$ cat src/rtl/rcpu_io_uart.sv
// UART responder on the CPU SYS I/O bus: DATA/STATUS/DIVISOR registers,
// TX FIFO feeding an 8N1 serializer and an 8N1 deserializer with a 1-byte holding register.
module rcpu_io_uart #(
    parameter logic [15:0] BASE_ADDR     = 16'h0000,
    parameter logic [15:0] DIVISOR_RESET = 16'd103,
    parameter int          TX_DEPTH      = 4
) (
    input  logic        clk,
    input  logic        resetq,
    input  logic        io_read_enable,
    input  logic        io_write_enable,
    input  logic [15:0] io_address,
    input  logic [15:0] io_write_data,
    output logic [15:0] io_read_data,
    output logic        uart_tx,
    input  logic        uart_rx
);

    typedef enum logic [1:0] {S_IDLE, S_START, S_DATA, S_STOP} uart_state_t;

    localparam int PTR_W = $clog2(TX_DEPTH);
    localparam logic [PTR_W:0] FIFO_FULL_CNT = (PTR_W + 1)'(TX_DEPTH);

    // ---------------- bus decode ----------------
    logic       hit;
    logic [1:0] sel;
    logic       rd_data, wr_data, wr_status, wr_div;
    logic       unused_addr_bits;

    assign hit       = (io_address[15:4] == BASE_ADDR[15:4]);
    assign sel       = io_address[3:2];
    assign rd_data   = io_read_enable  & hit & (sel == 2'd0);
    assign wr_data   = io_write_enable & hit & (sel == 2'd0);
    assign wr_status = io_write_enable & hit & (sel == 2'd1);
    assign wr_div    = io_write_enable & hit & (sel == 2'd2);
    assign unused_addr_bits = ^io_address[1:0];

    logic [15:0] divisor;
    logic        rx_valid, rx_overrun, rx_frame_err, tx_drop;
    logic [7:0]  rx_byte;
    logic        tx_full, tx_empty, tx_busy;
    logic [15:0] rd_mux;

    always_ff @(posedge clk or negedge resetq) begin
        if (!resetq) divisor <= DIVISOR_RESET;
        else if (wr_div) divisor <= io_write_data;
    end

    always_comb begin
        // NOTE: every combinational output gets a default first so no latch is inferred.
        rd_mux = '0;
        if (hit) begin
            case (sel)
                2'd0:    rd_mux = rx_valid ? {8'h00, rx_byte} : 16'h0000;
                2'd1:    rd_mux = {9'b0, rx_frame_err, tx_drop, tx_busy, tx_empty,
                                   tx_full, rx_overrun, rx_valid};
                2'd2:    rd_mux = divisor;
                default: rd_mux = '0;
            endcase
        end
    end

    // Read data reflects register state before this cycle's updates.
    always_ff @(posedge clk or negedge resetq) begin
        if (!resetq) io_read_data <= '0;
        else if (io_read_enable) io_read_data <= rd_mux;
    end

    // ---------------- TX FIFO ----------------
    logic [7:0]       fifo_mem [TX_DEPTH];
    logic [PTR_W-1:0] wr_ptr, rd_ptr;
    logic [PTR_W:0]   fifo_count;
    logic             push, pop;
    uart_state_t      tx_state, tx_state_next;

    assign tx_full  = (fifo_count == FIFO_FULL_CNT);
    assign tx_empty = (fifo_count == '0);
    assign tx_busy  = (tx_state != S_IDLE);
    assign push     = wr_data & ~tx_full;
    assign pop      = (tx_state == S_IDLE) & ~tx_empty;

    // NOTE: FIFO storage has no reset; the pointers and count alone define what is valid.
    always_ff @(posedge clk) begin
        if (push) fifo_mem[wr_ptr] <= io_write_data[7:0];
    end

    always_ff @(posedge clk or negedge resetq) begin
        if (!resetq) begin
            wr_ptr     <= '0;
            rd_ptr     <= '0;
            fifo_count <= '0;
        end else begin
            if (push) wr_ptr <= wr_ptr + 1'b1;
            if (pop)  rd_ptr <= rd_ptr + 1'b1;
            case ({push, pop})
                2'b10:   fifo_count <= fifo_count + 1'b1;
                2'b01:   fifo_count <= fifo_count - 1'b1;
                default: fifo_count <= fifo_count;
            endcase
        end
    end

    always_ff @(posedge clk or negedge resetq) begin
        if (!resetq) tx_drop <= 1'b0;
        else if (wr_data && tx_full) tx_drop <= 1'b1;
        else if (wr_status && io_write_data[5]) tx_drop <= 1'b0;
    end

    // ---------------- TX serializer ----------------
    logic [15:0] tx_cnt, tx_cnt_next;
    logic [7:0]  tx_shift, tx_shift_next;
    logic [2:0]  tx_bit, tx_bit_next;
    logic        tx_line_next;

    always_comb begin
        tx_state_next = tx_state;
        tx_cnt_next   = tx_cnt;
        tx_shift_next = tx_shift;
        tx_bit_next   = tx_bit;
        case (tx_state)
            S_IDLE: if (!tx_empty) begin
                tx_state_next = S_START;
                tx_cnt_next   = divisor;
                tx_shift_next = fifo_mem[rd_ptr];
                tx_bit_next   = 3'd0;
            end
            S_START: if (tx_cnt == 16'd0) begin
                tx_state_next = S_DATA;
                tx_cnt_next   = divisor;
            end else tx_cnt_next = tx_cnt - 16'd1;
            S_DATA: if (tx_cnt == 16'd0) begin
                tx_cnt_next = divisor;
                if (tx_bit == 3'd7) tx_state_next = S_STOP;
                else begin
                    tx_bit_next   = tx_bit + 3'd1;
                    tx_shift_next = {1'b0, tx_shift[7:1]};
                end
            end else tx_cnt_next = tx_cnt - 16'd1;
            S_STOP: if (tx_cnt == 16'd0) tx_state_next = S_IDLE;
                    else tx_cnt_next = tx_cnt - 16'd1;
            default: tx_state_next = S_IDLE;
        endcase
        // Line level is registered alongside the state so the pin never glitches.
        case (tx_state_next)
            S_START: tx_line_next = 1'b0;
            S_DATA:  tx_line_next = tx_shift_next[0];
            default: tx_line_next = 1'b1;
        endcase
    end

    always_ff @(posedge clk or negedge resetq) begin
        if (!resetq) begin
            tx_state <= S_IDLE;
            tx_cnt   <= '0;
            tx_shift <= '0;
            tx_bit   <= '0;
            uart_tx  <= 1'b1;
        end else begin
            tx_state <= tx_state_next;
            tx_cnt   <= tx_cnt_next;
            tx_shift <= tx_shift_next;
            tx_bit   <= tx_bit_next;
            uart_tx  <= tx_line_next;
        end
    end

    // ---------------- RX deserializer ----------------
    logic        rx_meta, rx_sync, rx_prev;
    uart_state_t rx_state, rx_state_next;
    logic [15:0] rx_cnt, rx_cnt_next, rx_half, rx_first;
    logic [16:0] rx_div_inc;
    logic [7:0]  rx_shift, rx_shift_next;
    logic [2:0]  rx_bit, rx_bit_next;
    logic        rx_load, rx_ferr_evt;

    assign rx_div_inc = {1'b0, divisor} + 17'd1;
    assign rx_half    = rx_div_inc[16:1];
    // The detect cycle itself counts towards the half-bit wait.
    assign rx_first   = (rx_half == 16'd0) ? 16'd0 : rx_half - 16'd1;

    always_ff @(posedge clk or negedge resetq) begin
        if (!resetq) begin
            rx_meta <= 1'b1;
            rx_sync <= 1'b1;
            rx_prev <= 1'b1;
        end else begin
            rx_meta <= uart_rx;
            rx_sync <= rx_meta;
            rx_prev <= rx_sync;
        end
    end

    always_comb begin
        rx_state_next = rx_state;
        rx_cnt_next   = rx_cnt;
        rx_shift_next = rx_shift;
        rx_bit_next   = rx_bit;
        rx_load       = 1'b0;
        rx_ferr_evt   = 1'b0;
        case (rx_state)
            S_IDLE: if (rx_prev && !rx_sync) begin
                rx_state_next = S_START;
                rx_cnt_next   = rx_first;
                rx_bit_next   = 3'd0;
            end
            S_START: if (rx_cnt == 16'd0) begin
                rx_state_next = rx_sync ? S_IDLE : S_DATA;
                rx_cnt_next   = divisor;
            end else rx_cnt_next = rx_cnt - 16'd1;
            S_DATA: if (rx_cnt == 16'd0) begin
                rx_shift_next = {rx_sync, rx_shift[7:1]};
                rx_cnt_next   = divisor;
                if (rx_bit == 3'd7) rx_state_next = S_STOP;
                else rx_bit_next = rx_bit + 3'd1;
            end else rx_cnt_next = rx_cnt - 16'd1;
            S_STOP: if (rx_cnt == 16'd0) begin
                rx_state_next = S_IDLE;
                rx_load       = rx_sync;
                rx_ferr_evt   = ~rx_sync;
            end else rx_cnt_next = rx_cnt - 16'd1;
            default: rx_state_next = S_IDLE;
        endcase
    end

    always_ff @(posedge clk or negedge resetq) begin
        if (!resetq) begin
            rx_state <= S_IDLE;
            rx_cnt   <= '0;
            rx_shift <= '0;
            rx_bit   <= '0;
        end else begin
            rx_state <= rx_state_next;
            rx_cnt   <= rx_cnt_next;
            rx_shift <= rx_shift_next;
            rx_bit   <= rx_bit_next;
        end
    end

    // A DATA read empties the holding register, so a same-cycle load is accepted.
    always_ff @(posedge clk or negedge resetq) begin
        if (!resetq) begin
            rx_valid     <= 1'b0;
            rx_overrun   <= 1'b0;
            rx_frame_err <= 1'b0;
            rx_byte      <= '0;
        end else begin
            if (rd_data) begin
                rx_valid     <= 1'b0;
                rx_overrun   <= 1'b0;
                rx_frame_err <= 1'b0;
            end
            if (rx_ferr_evt) rx_frame_err <= 1'b1;
            if (rx_load) begin
                if (!rx_valid || rd_data) begin
                    rx_byte  <= rx_shift_next;
                    rx_valid <= 1'b1;
                end else rx_overrun <= 1'b1;
            end
        end
    end

endmodule

$ cat config.mk
export PLATFORM = sky130hd
export DESIGN_NAME = rcpu_io_uart
export DESIGN_NICKNAME = d
export VERILOG_FILES = /design/src/rtl/rcpu_io_uart.sv
export SDC_FILE = /design/constraint.sdc
export NUM_CORES = 1
export LEC_CHECK = 0
export BUFFER_PORTS_ARGS = -buffer_cell sky130_fd_sc_hd__buf_2
export CORE_AREA = 5 5 150 152
export DETAILED_ROUTE_END_ITERATION = 10
export DIE_AREA = 0 0 155 157
export GPL_TIMING_DRIVEN = 1
export PLACE_DENSITY_LB_ADDON = 0.3
export REMOVE_ABC_BUFFERS = 1
export SLEW_MARGIN = 20
export SYNTH_ARGS = -nofsm -noshare
export SYNTH_HDL_FRONTEND = slang
export SYNTH_SLANG_ARGS = --single-unit
$ cat constraint.sdc
create_clock -name clk -period 3.15 [get_ports clk]
set_clock_uncertainty 0.1 [all_clocks]
set_input_delay 0.1575 -clock clk [delete_from_list [all_inputs] [get_ports clk]]
set_output_delay 0.1575 -clock clk [all_outputs]
set_load 0.01 [all_outputs]
## Word level (Yosys, flattened, before mapping)

Memory sizes are Yosys's and may differ from the RTL's.
Cells that the tools add are included.

| operators by class | value |
|---|---|
| mux-type cells | 57 |
| shifts and indexed selects | 0 |
| equality and inequality tests | 26 |
| multiply operators | 0 |
| div/mod/pow operators | 0 |
| reductions and logical operators | 28 |
| bitwise operators | 11 |
| $lt $le $gt $ge | 0 |
| $add $sub $neg | 10 |

Operators by type and width:

| operator | count |
|---|---|
| $pmux 16 s3 | 3 |
| $mux 16 | 8 |
| $logic_not 16->1 | 3 |
| $mux 8 | 6 |
| $sub 16x1->16 const B | 3 |
| $mux 2 | 11 |
| $ne 2x2->1 const B | 11 |
| $mux 3 | 6 |
| $pmux 3 s2 | 3 |
| $add 16x1->17 const B | 1 |
| $mux 1 | 16 |
| $pmux 2 s4 | 2 |
| $pmux 8 s2 | 1 |
| $eq 2x2->1 const B | 7 |
| $logic_not 12->1 | 1 |
| $reduce_bool 2->1 | 6 |
| $eq 2x1->1 const B | 5 |
| $add 3x1->3 const B | 3 |
| $eq 3x3->1 const B | 3 |
| $and 1x1->1 | 8 |
| $reduce_and 4->1 | 2 |
| $logic_not 2->1 | 3 |
| $reduce_and 2->1 | 3 |
| $reduce_and 5->1 | 1 |
| 9 further kinds | 16 |

| storage, ports and cells | value |
|---|---|
| bits in latches | 0 |
| bits in read-only memories | 0 |
| memories kept | 1 |
| RAM bits | 32 |
| bits in registers | 113 |
| output and inout bits | 17 |

Memories:

| memory | words | width | read ports | clocked after memory_dff | write ports | line | RTL |
|---|---|---|---|---|---|---|---|
| fifo_mem | 4 | 8 | 1 | 0 | 1 | 70 | `logic [7:0] fifo_mem [TX_DEPTH];` |

## Longest topological paths before layout

| logic depth | value |
|---|---|
| depth in word-level cells | 6 |
| depth in mapped cells | 11 |
| gate-level depth less buffers | 10 |

## Worst setup path before layout

No wires, ideal clock.

| path | value |
|---|---|
| path kind | register -> register |
| from | register divisor[0] |
| to | register rx_cnt[13] |
| required time | 2912 ps |
| data arrival time | 2735 ps |
| clock period less this slack | 2972 ps |
| path buffers | 2 |
| cell stages (with the launch flop) | 12 |
| path slack | 178 ps |
| path through | dfstp_2 -> ha_1 -> buf_1 -> xnor2_1 -> ha_1 -> nor4bb_1 -> mux2i_1 -> a22oi_1 -> o211ai_1 -> o21ai_2 -> buf_4 -> o221ai_1 |

| on the way | value |
|---|---|
| longest elaborated chain between the ends | 5 |
| elaborated cells between the ends (all ways) | 6 |
| classes of those cells | add/sub: 2; mux: 3; reduce/logical: 1 |

Ends and longest elaborated chain:

| item | line | RTL |
|---|---|---|
| start, declared | 38 | `logic [15:0] divisor;` |
| start signal, assigned | 46 | `else if (wr_div) divisor <= io_write_data;` |
| $add 16x1->17 * | 176 | `assign rx_div_inc = {1'b0, divisor} + 17'd1;` |
| $sub 16x1->16 or $logic_not 16->1 (tied branches) | 179 | `assign rx_first = (rx_half == 16'd0) ? 16'd0 : rx_half - 16'd1;` |
| $mux 16 * | 179 |  |
| $mux 16 * | 201 | `S_IDLE: if (rx_prev && !rx_sync) begin` |
| $pmux 16 s3 * | 200 | `case (rx_state)` |
| end signal, assigned | 233 | `rx_cnt <= rx_cnt_next;` |
| end, declared | 170 | `logic [15:0] rx_cnt, rx_cnt_next, rx_half, rx_first;` |

Every way passes the cells marked *; elsewhere a longest branch is shown, timed or not. The select of a mux whose other input is x is not followed.
A chain may end at the register's enable or synchronous reset.

## Worst setup path after layout

| path | value |
|---|---|
| from | register rx_cnt[0] |
| to | register rx_cnt[1] |

| on the way | value |
|---|---|
| longest elaborated chain between the ends | 3 |
| elaborated cells between the ends (all ways) | 7 |
| classes of those cells | add/sub: 1; eq/ne: 1; mux: 3; reduce/logical: 2 |

Ends and longest elaborated chain:

| item | line | RTL |
|---|---|---|
| $sub 16x1->16 or $logic_not 16->1 (tied branches) | n/a |  |
| $mux 16 (tied with other cells) | 216 | `S_STOP: if (rx_cnt == 16'd0) begin` |
| $pmux 16 s3 or $reduce_and 2->1 (tied branches) | n/a |  |

Parallel ways exist; a longest one is shown, timed or not. The select of a mux whose other input is x is not followed.

==> reports/metrics.yaml <==
run_status:
  status: "finished clean"
critical_path:
  crit_required_ns: 3.36
  cp.arrival_ns: 3.15
  critical_path.max_fanout: 15
  crit_path_end_kind: "flip-flop"
  cp-start-kind: "flip-flop"
  crit_type: "reg -> reg"
yosys:
  synth_most_common_cell: "dfrtp_1"
  ys_ff_latch: 145
  ys_types: 75
  synth_ff_type: "dfrtp_1"
  synthCells: 812
  synth_edf_count: 32
  async_flop_share_pct: 77.9
  synth.top_cell.area_share_pct: 31.8
  synth.avg_cell_area_sq_um: 10.1
  ys_top_cells_by_area: "dfrtp_1 32%, edfxtp_1 12%, mux2_2 3.6%, nand2_1 3.5%, o21ai_0 3.4%"
  synth_top_area_cell: "dfrtp_1"
  yosys_warnings: 0
  seq_area_frac_synth_pct: 46.5
  synth_commonest_cells: "104 x dfrtp_1, 77 x nand2_1, 56 x o21ai_0, 52 x nor2_1, 39 x a21oi_1"
  netlist_area_sq_um: 8180
final_layout:
  final_core_util_pct: 46.0
  final_cells: 1173
  antenna_cells: 0
  drive_gt1_share_pct: 19.7
  fin_area_sq_um: 9610
  n_fill_cell: 1984
  multi_input_area_sq_um: 4090
  area_delta_synth_final_pct: 17.4
  layout.nets: 945
  seqCellArea_sq_um: 3800
placed_design:
  dpl.cell_count: 1123
  numPortBuffers: 51
  gp_congestion: 0.878
  hpwl_um: 14900
  dpl_cell_area_sq_um: 8850
  dp_worst_setup_slack_ns: 0.254
die:
  start_util_pct: 39.2
  rows: 53
  ios: 54
  die_w_um: 155
  die_area_sq_um: 24300
  fp.dieH_um: 157
  coreArea_sq_um: 20900
sta:
  rsz0062_at_grt: "false"
  maxSlewViolCount: 0
  worst-slew-pin-transition_ns: 0.899
  relSlewSlack_pct: 39.6
  min_period_ns: 2.94
  finalSetupTns_ns: 0
  finalHoldViolations: 0
  setup_viol: 0
  setup_ws_ns: 0.210
  period_share_pct: 93.3
  fmax_mhz: 340
route:
  first_pass_iters: 5
  routed_wl_um: 21100
  vias: 6662
  post_drt_wl_per_cell_um: 18.0
  viasPerCell: 5.68
  drc: 0
  ant_nets: 0
  drt-initial-drc-count: 443
clock_tree:
  clkLatencyLatePin_ns: 0.43
  cts_tree: "built"
  path_clk_slew_ns: 0.07
  cts_setup_buffers: 0
  cts_made_buffers: 17
  clock_sinks: 145
  cts_max_level: 4
  cts_root_buffer: "clkbuf_16"
  cts_buffer_depth: 2
power_and_ir_drop:
  p_leak_nw: 4.02
  p_per_area_nw_per_um2: 723
  vdd_drop_max_mv: 0.389
global_route:
  grt_first_pass_wirelength_um: 35100
  antenna_found_initial: 0
  grt_start_max_net_pins: 64
  overflow: 0
  grt_pass1_vias: 6463
  track_usage_pct: 18.0
flow_run:
  cap_violations: 0
hold_path:
  hold_path_class: "in -> reg"
==> report_power, final <==
part	internal [mW]	total, mW	switching (mW)
Sequential	2.18	2.45	0.269
Clock	1.06	1.97	0.907
Combinational	1.04	2.53	1.48
==> worst max-delay path, cell delays in order, from the launching register on <==
cell       delay [ns]
dfrtp_1          0.42
inv_1            0.08
ha_1             0.20
or4b_1           0.61
or4_4            0.61
a21oi_4          0.41
o2bb2ai_1        0.13
a22oi_1          0.16
o21ai_1          0.10
==> metal layers <==
metal | track usage [%] | up-vias | wire length (um)
li1 | - | 3173 | -
met1 | 25.5 | 3280 | 9970
met2 | 28.3 | 184 | 9810
met3 | 3.49 | 25 | 977
met4 | 5.17 | 0 | 339
met5 | 0 | - | 0
==> area by class of cell <==
class                      instances  share of cell area, %
clock inverter                    14                   1.46
inverter                          26                   1.02
timing repair buffer             103                   7.35
tap                              275                   3.58
clock buffer                      18                   4.51
sequential                       145                   39.6
multi-input combinational        592                   42.5
==> kinds of logic after synthesis <==
logic type | share of synthesized area (%)
AND/OR/NAND/NOR | 18.2
buffers and inverters | 3.70
multiplexers | 6.41
adder cells (fa/ha/maj) | 3.61
XOR/XNOR | 3.32
AO/OA/AOI/OAI | 18.3
flip-flops | 46.5
==> repair_timing <==
item,4_1_cts,5_1_grt
setup endpoints to repair,0,6
endpoints found under the hold margin,95,0
hold buffers,18,0
resized for setup,0,1
==> path summary, 6_finish.rpt <==
path / endpoint / depth (start not counted) / slack (ns) / from
min in group asynchronous: rx_cnt[8]$_DFFE_PN0P_ / 2 / 0.21 / resetq
setup / recovery: rx_cnt[1]$_DFFE_PN0P_ / 8 / 0.21 / rx_cnt[0]$_DFFE_PN0P_
hold / removal: tx_drop$_DFFE_PN0P_ / 2 / 0.03 / io_address[2]
max in group asynchronous: divisor[6]$_DFFE_PN1P_ / 3 / 1.93 / resetq
setup reg to reg: rx_cnt[1]$_DFFE_PN0P_ / 8 / 0.21 / rx_cnt[0]$_DFFE_PN0P_
hold reg to reg: rx_sync$_DFF_PN1_ / 0 / 0.25 / rx_meta$_DFF_PN1_
==> per-stage QoR <==
stage / power (mW) / hold slack [ns]
after floorplan: 4.21 / -0.238
after global placement: 4.93 / 0.162
after detailed placement: 4.96 / 0.158
after CTS: 6.97 / 0.000496
after global routing: 7.43 / 0.0321
final: 6.95 / 0.0250
==> layout by cell type (no fill, tap or decap), types with 12 or more instances in the layout <==
master,instances
o21ai_0,56
nand3_1,13
nand2_1,77
nor4_1,17
nor3_1,24
and2_1,17
edfxtp_1,32
a21oi_1,39
buf_2,50
xnor2_1,21
dfrtp_1,104
dlygate4sd3_1,18
o2bb2ai_1,15
buf_4,34
nor2_1,51
mux2_2,26
clkbuf_16,17
inv_1,26
a22oi_1,12
ha_1,22
a22o_1,14
==> flip-flops by register name (all words and copies together), names as in the netlist, 8 cells and up, named ones only <==
signal / count
divisor: 16
io_read_data: 16
tx_shift: 8
fifo_mem: 32
rx_shift: 8
tx_cnt: 16
rx_byte: 8
rx_cnt: 16
(Power assumes the default switching activity.)
